$ cat src/rtl/regfile_access_arbiter_if.sv
// rtl/regfile_access_arbiter_if.sv - APB slave bus bundle for the register-file access arbiter
interface regfile_access_arbiter_if #(
  parameter int ADDR_W = 4
);
  logic              psel;
  logic              penable;
  logic              pwrite;
  logic [ADDR_W-1:0] paddr;
  logic [7:0]        pwdata;
  logic [7:0]        prdata;
  logic              pready;
  logic              pslverr;

  modport master (
    output psel, penable, pwrite, paddr, pwdata,
    input  prdata, pready, pslverr
  );

  modport slave (
    input  psel, penable, pwrite, paddr, pwdata,
    output prdata, pready, pslverr
  );
endinterface

$ cat src/rtl/regfile_access_arbiter.sv
// rtl/regfile_access_arbiter.sv - arbitrates the register-file write port between core and APB
// and serves APB reads with wait states, error responses and bounded starvation
module regfile_access_arbiter #(
  parameter int         ADDR_W       = 4,
  parameter int         NREGS        = 8,
  parameter int         STARVE_LIMIT = 4,
  parameter logic [7:0] RO_MASK      = 8'h00
) (
  input  logic                           clk,
  input  logic                           rst,
  regfile_access_arbiter_if.slave        apb,
  input  logic                           core_wr_req,
  input  logic [2:0]                     core_wr_addr,
  input  logic [7:0]                     core_wr_data,
  output logic                           core_wr_gnt,
  output logic                           rf_wr_en,
  output logic [2:0]                     rf_wr_addr,
  output logic [7:0]                     rf_wr_data,
  output logic [2:0]                     rf_rd_addr,
  input  logic [7:0]                     rf_rd_data
);

  localparam int CNT_W = $clog2(STARVE_LIMIT + 1);
  localparam logic [CNT_W-1:0] LIMIT = CNT_W'(STARVE_LIMIT);
  localparam logic [ADDR_W:0] NREGS_W = NREGS[ADDR_W:0];

  typedef enum logic [1:0] {IDLE, ARB, RESP} state_t;

  state_t            state, next_state;
  logic [ADDR_W-1:0] lat_addr;
  logic              lat_write;
  logic [7:0]        lat_wdata;
  logic [CNT_W-1:0]  starve_cnt;
  logic [7:0]        prdata_q;
  logic              pready_q;
  logic              pslverr_q;

  logic              setup;
  logic              err;
  logic              apb_win;
  logic              core_beats_apb;
  logic [7:0]        rd_value;

  assign setup = apb.psel && !apb.penable;
  assign err   = ({1'b0, lat_addr} >= NREGS_W) || (lat_write && RO_MASK[lat_addr[2:0]]);

  // A core write registered last cycle has not reached the array yet, so forward it.
  assign rd_value = (rf_wr_en && rf_wr_addr == lat_addr[2:0]) ? rf_wr_data : rf_rd_data;

  always_comb begin
    next_state     = state;
    apb_win        = 1'b0;
    core_beats_apb = 1'b0;
    case (state)
      IDLE: begin
        if (setup) next_state = ARB;
      end
      ARB: begin
        if (!apb.psel) begin
          next_state = IDLE;
        end else if (err || !lat_write) begin
          next_state = RESP;
        end else if (core_wr_req && starve_cnt < LIMIT) begin
          core_beats_apb = 1'b1;
        end else begin
          apb_win    = 1'b1;
          next_state = RESP;
        end
      end
      RESP: next_state = IDLE;
      default: next_state = IDLE;
    endcase
    core_wr_gnt = core_wr_req && !apb_win;
  end

  always_ff @(posedge clk or posedge rst) begin
    if (rst) begin
      state      <= IDLE;
      lat_addr   <= '0;
      lat_write  <= 1'b0;
      lat_wdata  <= 8'h00;
      starve_cnt <= '0;
      prdata_q   <= 8'h00;
      pready_q   <= 1'b0;
      pslverr_q  <= 1'b0;
      rf_wr_en   <= 1'b0;
      rf_wr_addr <= 3'd0;
      rf_wr_data <= 8'h00;
    end else begin
      state <= next_state;

      if (state == IDLE && setup) begin
        lat_addr  <= apb.paddr;
        lat_write <= apb.pwrite;
        lat_wdata <= apb.pwdata;
      end

      if (state != ARB || !apb.psel || apb_win) begin
        starve_cnt <= '0;
      end else if (core_beats_apb) begin
        starve_cnt <= starve_cnt + CNT_W'(1);
      end

      if (apb_win) begin
        rf_wr_en   <= 1'b1;
        rf_wr_addr <= lat_addr[2:0];
        rf_wr_data <= lat_wdata;
      end else if (core_wr_req) begin
        rf_wr_en   <= 1'b1;
        rf_wr_addr <= core_wr_addr;
        rf_wr_data <= core_wr_data;
      end else begin
        rf_wr_en   <= 1'b0;
      end

      // Response fields live for exactly the single RESP cycle.
      if (state == ARB && next_state == RESP) begin
        pready_q  <= 1'b1;
        pslverr_q <= err;
        prdata_q  <= (err || lat_write) ? 8'h00 : rd_value;
      end else begin
        pready_q  <= 1'b0;
        pslverr_q <= 1'b0;
        prdata_q  <= 8'h00;
      end
    end
  end

  assign apb.prdata  = prdata_q;
  assign apb.pready  = pready_q;
  assign apb.pslverr = pslverr_q;
  assign rf_rd_addr  = lat_addr[2:0];

endmodule

$ cat src/flat_wrapper.sv
// flat-port wrapper written by rule: the top's interface ports become plain ports
module regfile_access_arbiter_flat 
#(
  parameter int         ADDR_W       = 4,
  parameter int         NREGS        = 8,
  parameter int         STARVE_LIMIT = 4,
  parameter logic [7:0] RO_MASK      = 8'h00
)
  (clk, rst, core_wr_req, core_wr_addr, core_wr_data, core_wr_gnt, rf_wr_en, rf_wr_addr, rf_wr_data, rf_rd_addr, rf_rd_data, apb_psel, apb_penable, apb_pwrite, apb_paddr, apb_pwdata, apb_prdata, apb_pready, apb_pslverr);
  regfile_access_arbiter_if #(.ADDR_W(ADDR_W)) apb_i ();
  input  logic clk;
  input  logic rst;
  input  logic core_wr_req;
  input  logic [2:0] core_wr_addr;
  input  logic [7:0] core_wr_data;
  output logic core_wr_gnt;
  output logic rf_wr_en;
  output logic [2:0] rf_wr_addr;
  output logic [7:0] rf_wr_data;
  output logic [2:0] rf_rd_addr;
  input  logic [7:0] rf_rd_data;
  input wire logic [$bits(apb_i.psel)-1:0] apb_psel;
  input wire logic [$bits(apb_i.penable)-1:0] apb_penable;
  input wire logic [$bits(apb_i.pwrite)-1:0] apb_pwrite;
  input wire logic [$bits(apb_i.paddr)-1:0] apb_paddr;
  input wire logic [$bits(apb_i.pwdata)-1:0] apb_pwdata;
  output wire logic [$bits(apb_i.prdata)-1:0] apb_prdata;
  output wire logic [$bits(apb_i.pready)-1:0] apb_pready;
  output wire logic [$bits(apb_i.pslverr)-1:0] apb_pslverr;
  assign apb_i.psel = apb_psel;
  assign apb_i.penable = apb_penable;
  assign apb_i.pwrite = apb_pwrite;
  assign apb_i.paddr = apb_paddr;
  assign apb_i.pwdata = apb_pwdata;
  assign apb_prdata = apb_i.prdata;
  assign apb_pready = apb_i.pready;
  assign apb_pslverr = apb_i.pslverr;
  regfile_access_arbiter #(.ADDR_W(ADDR_W), .NREGS(NREGS), .STARVE_LIMIT(STARVE_LIMIT), .RO_MASK(RO_MASK)) u_core (.clk(clk), .rst(rst), .apb(apb_i), .core_wr_req(core_wr_req), .core_wr_addr(core_wr_addr), .core_wr_data(core_wr_data), .core_wr_gnt(core_wr_gnt), .rf_wr_en(rf_wr_en), .rf_wr_addr(rf_wr_addr), .rf_wr_data(rf_wr_data), .rf_rd_addr(rf_rd_addr), .rf_rd_data(rf_rd_data));
endmodule
$ cat config.mk
export PLATFORM = sky130hd
export DESIGN_NAME = regfile_access_arbiter_flat
export DESIGN_NICKNAME = d
export VERILOG_FILES = /design/src/rtl/regfile_access_arbiter_if.sv /design/src/rtl/regfile_access_arbiter.sv /design/src/flat_wrapper.sv
export SDC_FILE = /design/constraint.sdc
export NUM_CORES = 1
export LEC_CHECK = 0
export ABC_CLOCK_PERIOD_IN_PS = 4530
export CAP_MARGIN = 0
export CORE_AREA = 2 2 61 74
export DETAILED_ROUTE_END_ITERATION = 10
export DIE_AREA = 0 0 63 76
export PLACE_DENSITY = 0.79
export RECOVER_POWER = 100
export SYNTH_ARGS = -nofsm -noshare
export SYNTH_HDL_FRONTEND = slang
export SYNTH_SLANG_ARGS = --single-unit
$ cat constraint.sdc
create_clock -name clk -period 4.53 [get_ports clk]
set_clock_uncertainty 0.05 [all_clocks]
set_input_delay 0.6795 -clock clk [delete_from_list [all_inputs] [get_ports clk]]
set_output_delay 0.6795 -clock clk [all_outputs]
set_load 0.1 [all_outputs]
==> results.cfg <==
[routing]
starting_drc_count_in_detailed_routing = 42
via_count = 1518
routed_wl_um = 4320
wire_per_inst_um = 15.5
drcViolationCount = 0
count_of_antenna_violating_nets_left_after_detailed_routing = 0
vias_per_cell = 5.44
first_pass_iters = 4

[timing]
timing.setup.tns_ns = 0
rsz0062_at_grt = no
timing.max_slew.rel_slack = -0.367
fin_worst_hold_slack_ns = 0.459
setup_violations = 0
max_freq_mhz = 277
period_share = 0.796
worstMarginPinSlew_ns = 2.05
min_period_ns = 3.61
worst_slack_ns = 0.923
final-hold-violation-count = 0
final-max-slew-violation-count = 41

[setup_path]
cp-start-kind = input pin
cp.required_ns = 3.80
crit_family = buffers and inverters
setup.worst_path.end_class = output pin
setup.worst_path.class = in2out
critical_path.slowest_cell = clkbuf_1
worst_ep_arrival_time_ns = 2.88
cp_cell_sequence = clkdlybuf4s50_1 -> buf_4 -> clkinv_1 -> a21oi_1 -> clkbuf_1
buffers_plus_inverters_on_the_worst_setup_path = 4
cp_max_fo = 24
max_stage_delay_ns = 0.91

[clock_tree]
cts.path.max_buffers = 2
tritoncts_num_sinks = 40
cts_tree = yes
numCtsBuffers = 5
post_cts_setup_buffers = 0
ctsRootBufferMaster = clkbuf_8
h-tree-depth = 2
cts_resized = 0
clkLatencyLatePin_ns = 0.29
cts_hold_buffers = 0
clkSlewWorstSetupHoldPaths_ns = 0.07

[cells_and_area]
area.growth.synth_to_final_pct = 36.8
area_occupied_by_multi_input_gates_um2 = 815
fillerInstances = 361
postLayoutCoreUtil = 0.640
final_layout_size_suffix_gt1_frac = 0.112
layout.area.seq_um2 = 1000
insertedDiodeCount = 0
nNetsFinal = 260

[floorplanning]
i_o_pin_count = 63
start_util = 0.468
design.core.area_um2 = 4130
design.die.area_um2 = 4790
die_x_um = 63
die_h_um = 76
floorplan.rows = 26

[synth]
synthDistinctLibCells = 31
ys_top_cells_by_area = dfrtp_1 52%, a211oi_1 8.2%, mux2_2 7.0%, mux2i_1 4.7%, nand3_1 4.1%
synthesis.area_um2 = 1930
syn_avg_cell_area_um2 = 11.6
synth-seq-cells = 40
synthesis.instances = 167
synthArstFlopShare = 1.00
synth_seq_area_share = 0.518
synth.top_cell.area_share = 0.518
yosysWarnings = 0
synth.net_count = 205
largest_area_contributor_in_the_netlist = dfrtp_1
synth_ff_type = dfrtp_1
number_of_enable_type_register_cells_in_the_synthesized_netlist = 0

[global_route]
grt_max_degree = 41
grtUsageTotal = 0.199
grt_antenna_before_repair = 0
final_global_route_overflow_total = 0
grt_pass1_wl_um = 7380
first_global_vias = 1510

[placed_design]
gpl.final_weighted_congestion = 0.747
dp_worst_setup_slack_ns = 1.52
hpwl_um = 3030
placement.io_buffers = 62

[flow_run]
drv_cap = 1

[hold_path]
hold_class = reg2reg

[power]
post-layout-total-power_mw = 1.04
ir_worst_vdd_mv = 0.255
power_leakage_nw = 1.03
powerDensity_nw_per_um2 = 393

[outcome]
result_of_the_run = finished with violations
failed_checks = capacitance limit, slew limit
==> placed cells by master (no fill, tap or decap), types with 5 or more instances in the layout <==
cell / instances
nor2_1: 6
clkdlybuf4s50_1: 34
dfrtp_1: 40
nor3_1: 8
a2111oi_0: 8
clkbuf_8: 5
mux2i_1: 9
a211oi_1: 21
mux2_2: 12
dlygate4sd3_1: 27
nand3_1: 16
==> logic make-up (layout without fill, tap and decap cells) <==
kind of cell / Yosys count / count (layout) / synth area share
and+or+nand+nor: 43 / 43 / 0.133
DFF: 40 / 40 / 0.518
AOI/OAI and AO/OA: 37 / 37 / 0.146
muxes: 22 / 22 / 0.122
buffers and inverters: 21 / 77 / 0.0608
xor gates and xnor gates: 3 / 3 / 0.0136
adders and majority gates: 1 / 1 / 0.00647
==> Yosys cell counts, drive strengths merged, types with 2 or more instances <==
cell / n
mux2: 13
nor4: 3
xnor2: 3
a2111oi: 8
a211oi: 22
nor2: 6
nor3: 8
dfrtp: 40
clkbuf: 2
mux2i: 9
and3b: 2
a21oi: 3
nor2b: 2
a22oi: 2
buf: 15
inv: 3
nand3: 16
==> state kept, by name, indices dropped and copies added, names as in the netlist, 2 cells and up <==
name and count:
u_core.lat_addr 4, u_core.state 2, u_core.lat_wdata 8, u_core.starve_cnt 3, u_core.rf_wr_addr 3, u_core.rf_wr_data 8, u_core.apb.prdata 8
==> final cells by class <==
type | count | share of cell area
clock buffer | 5 | 0.0260
clock inverter | 3 | 0.0161
inverter | 4 | 0.00568
multi-input combinational | 106 | 0.308
sequential | 40 | 0.378
tap | 56 | 0.0265
timing repair buffer | 65 | 0.239
==> through the flow <==
| step | cells | cell area [µm²] |
|---|---|---|
| 5_1_grt | 279 | 2650 |
| 3_5_place_dp | 271 | 2540 |
| 2_1_floorplan | 167 | 1930 |
| 6_report | 279 | 2650 |
| 4_1_cts | 279 | 2650 |
| 3_3_place_gp | 271 | 2540 |
==> per-layer routing <==
metal | GRT usage | vias up | share of wire
li1 | - | 736 | -
met1 | 0.271 | 714 | 0.45
met2 | 0.289 | 60 | 0.47
met3 | 0.0532 | 8 | 0.062
met4 | 0.107 | 0 | 0.024
met5 | 0 | - | 0
==> final timing paths <==
| path | depth (start not counted) | slack (ns) | endpoint | from |
|---|---|---|---|---|
| max in group asynchronous | 3 | 1.74 | u_core.rf_wr_addr[0] | rst |
| worst min register to register | 1 | 0.46 | u_core.lat_wdata[2] | u_core.lat_wdata[2] |
| worst max-delay path | 5 | 0.92 | core_wr_gnt | core_wr_req |
| worst max register to register | 2 | 2.68 | u_core.lat_write | u_core.state[1] |
| worst min-delay path | 1 | 0.46 | u_core.lat_wdata[2] | u_core.lat_wdata[2] |
| min in group asynchronous | 3 | 1.51 | u_core.lat_addr[3] | rst |
==> report_power, final <==
| part | leakage, nW | internal (mW) | switching (mW) |
|---|---|---|---|
| sequential | 0.494 | 0.396 | 0.0333 |
| combinational | 0.486 | 0.0992 | 0.224 |
| clock | 0.0541 | 0.163 | 0.124 |
| total | 1.03 | 0.659 | 0.382 |
(Power assumes the default switching activity.)
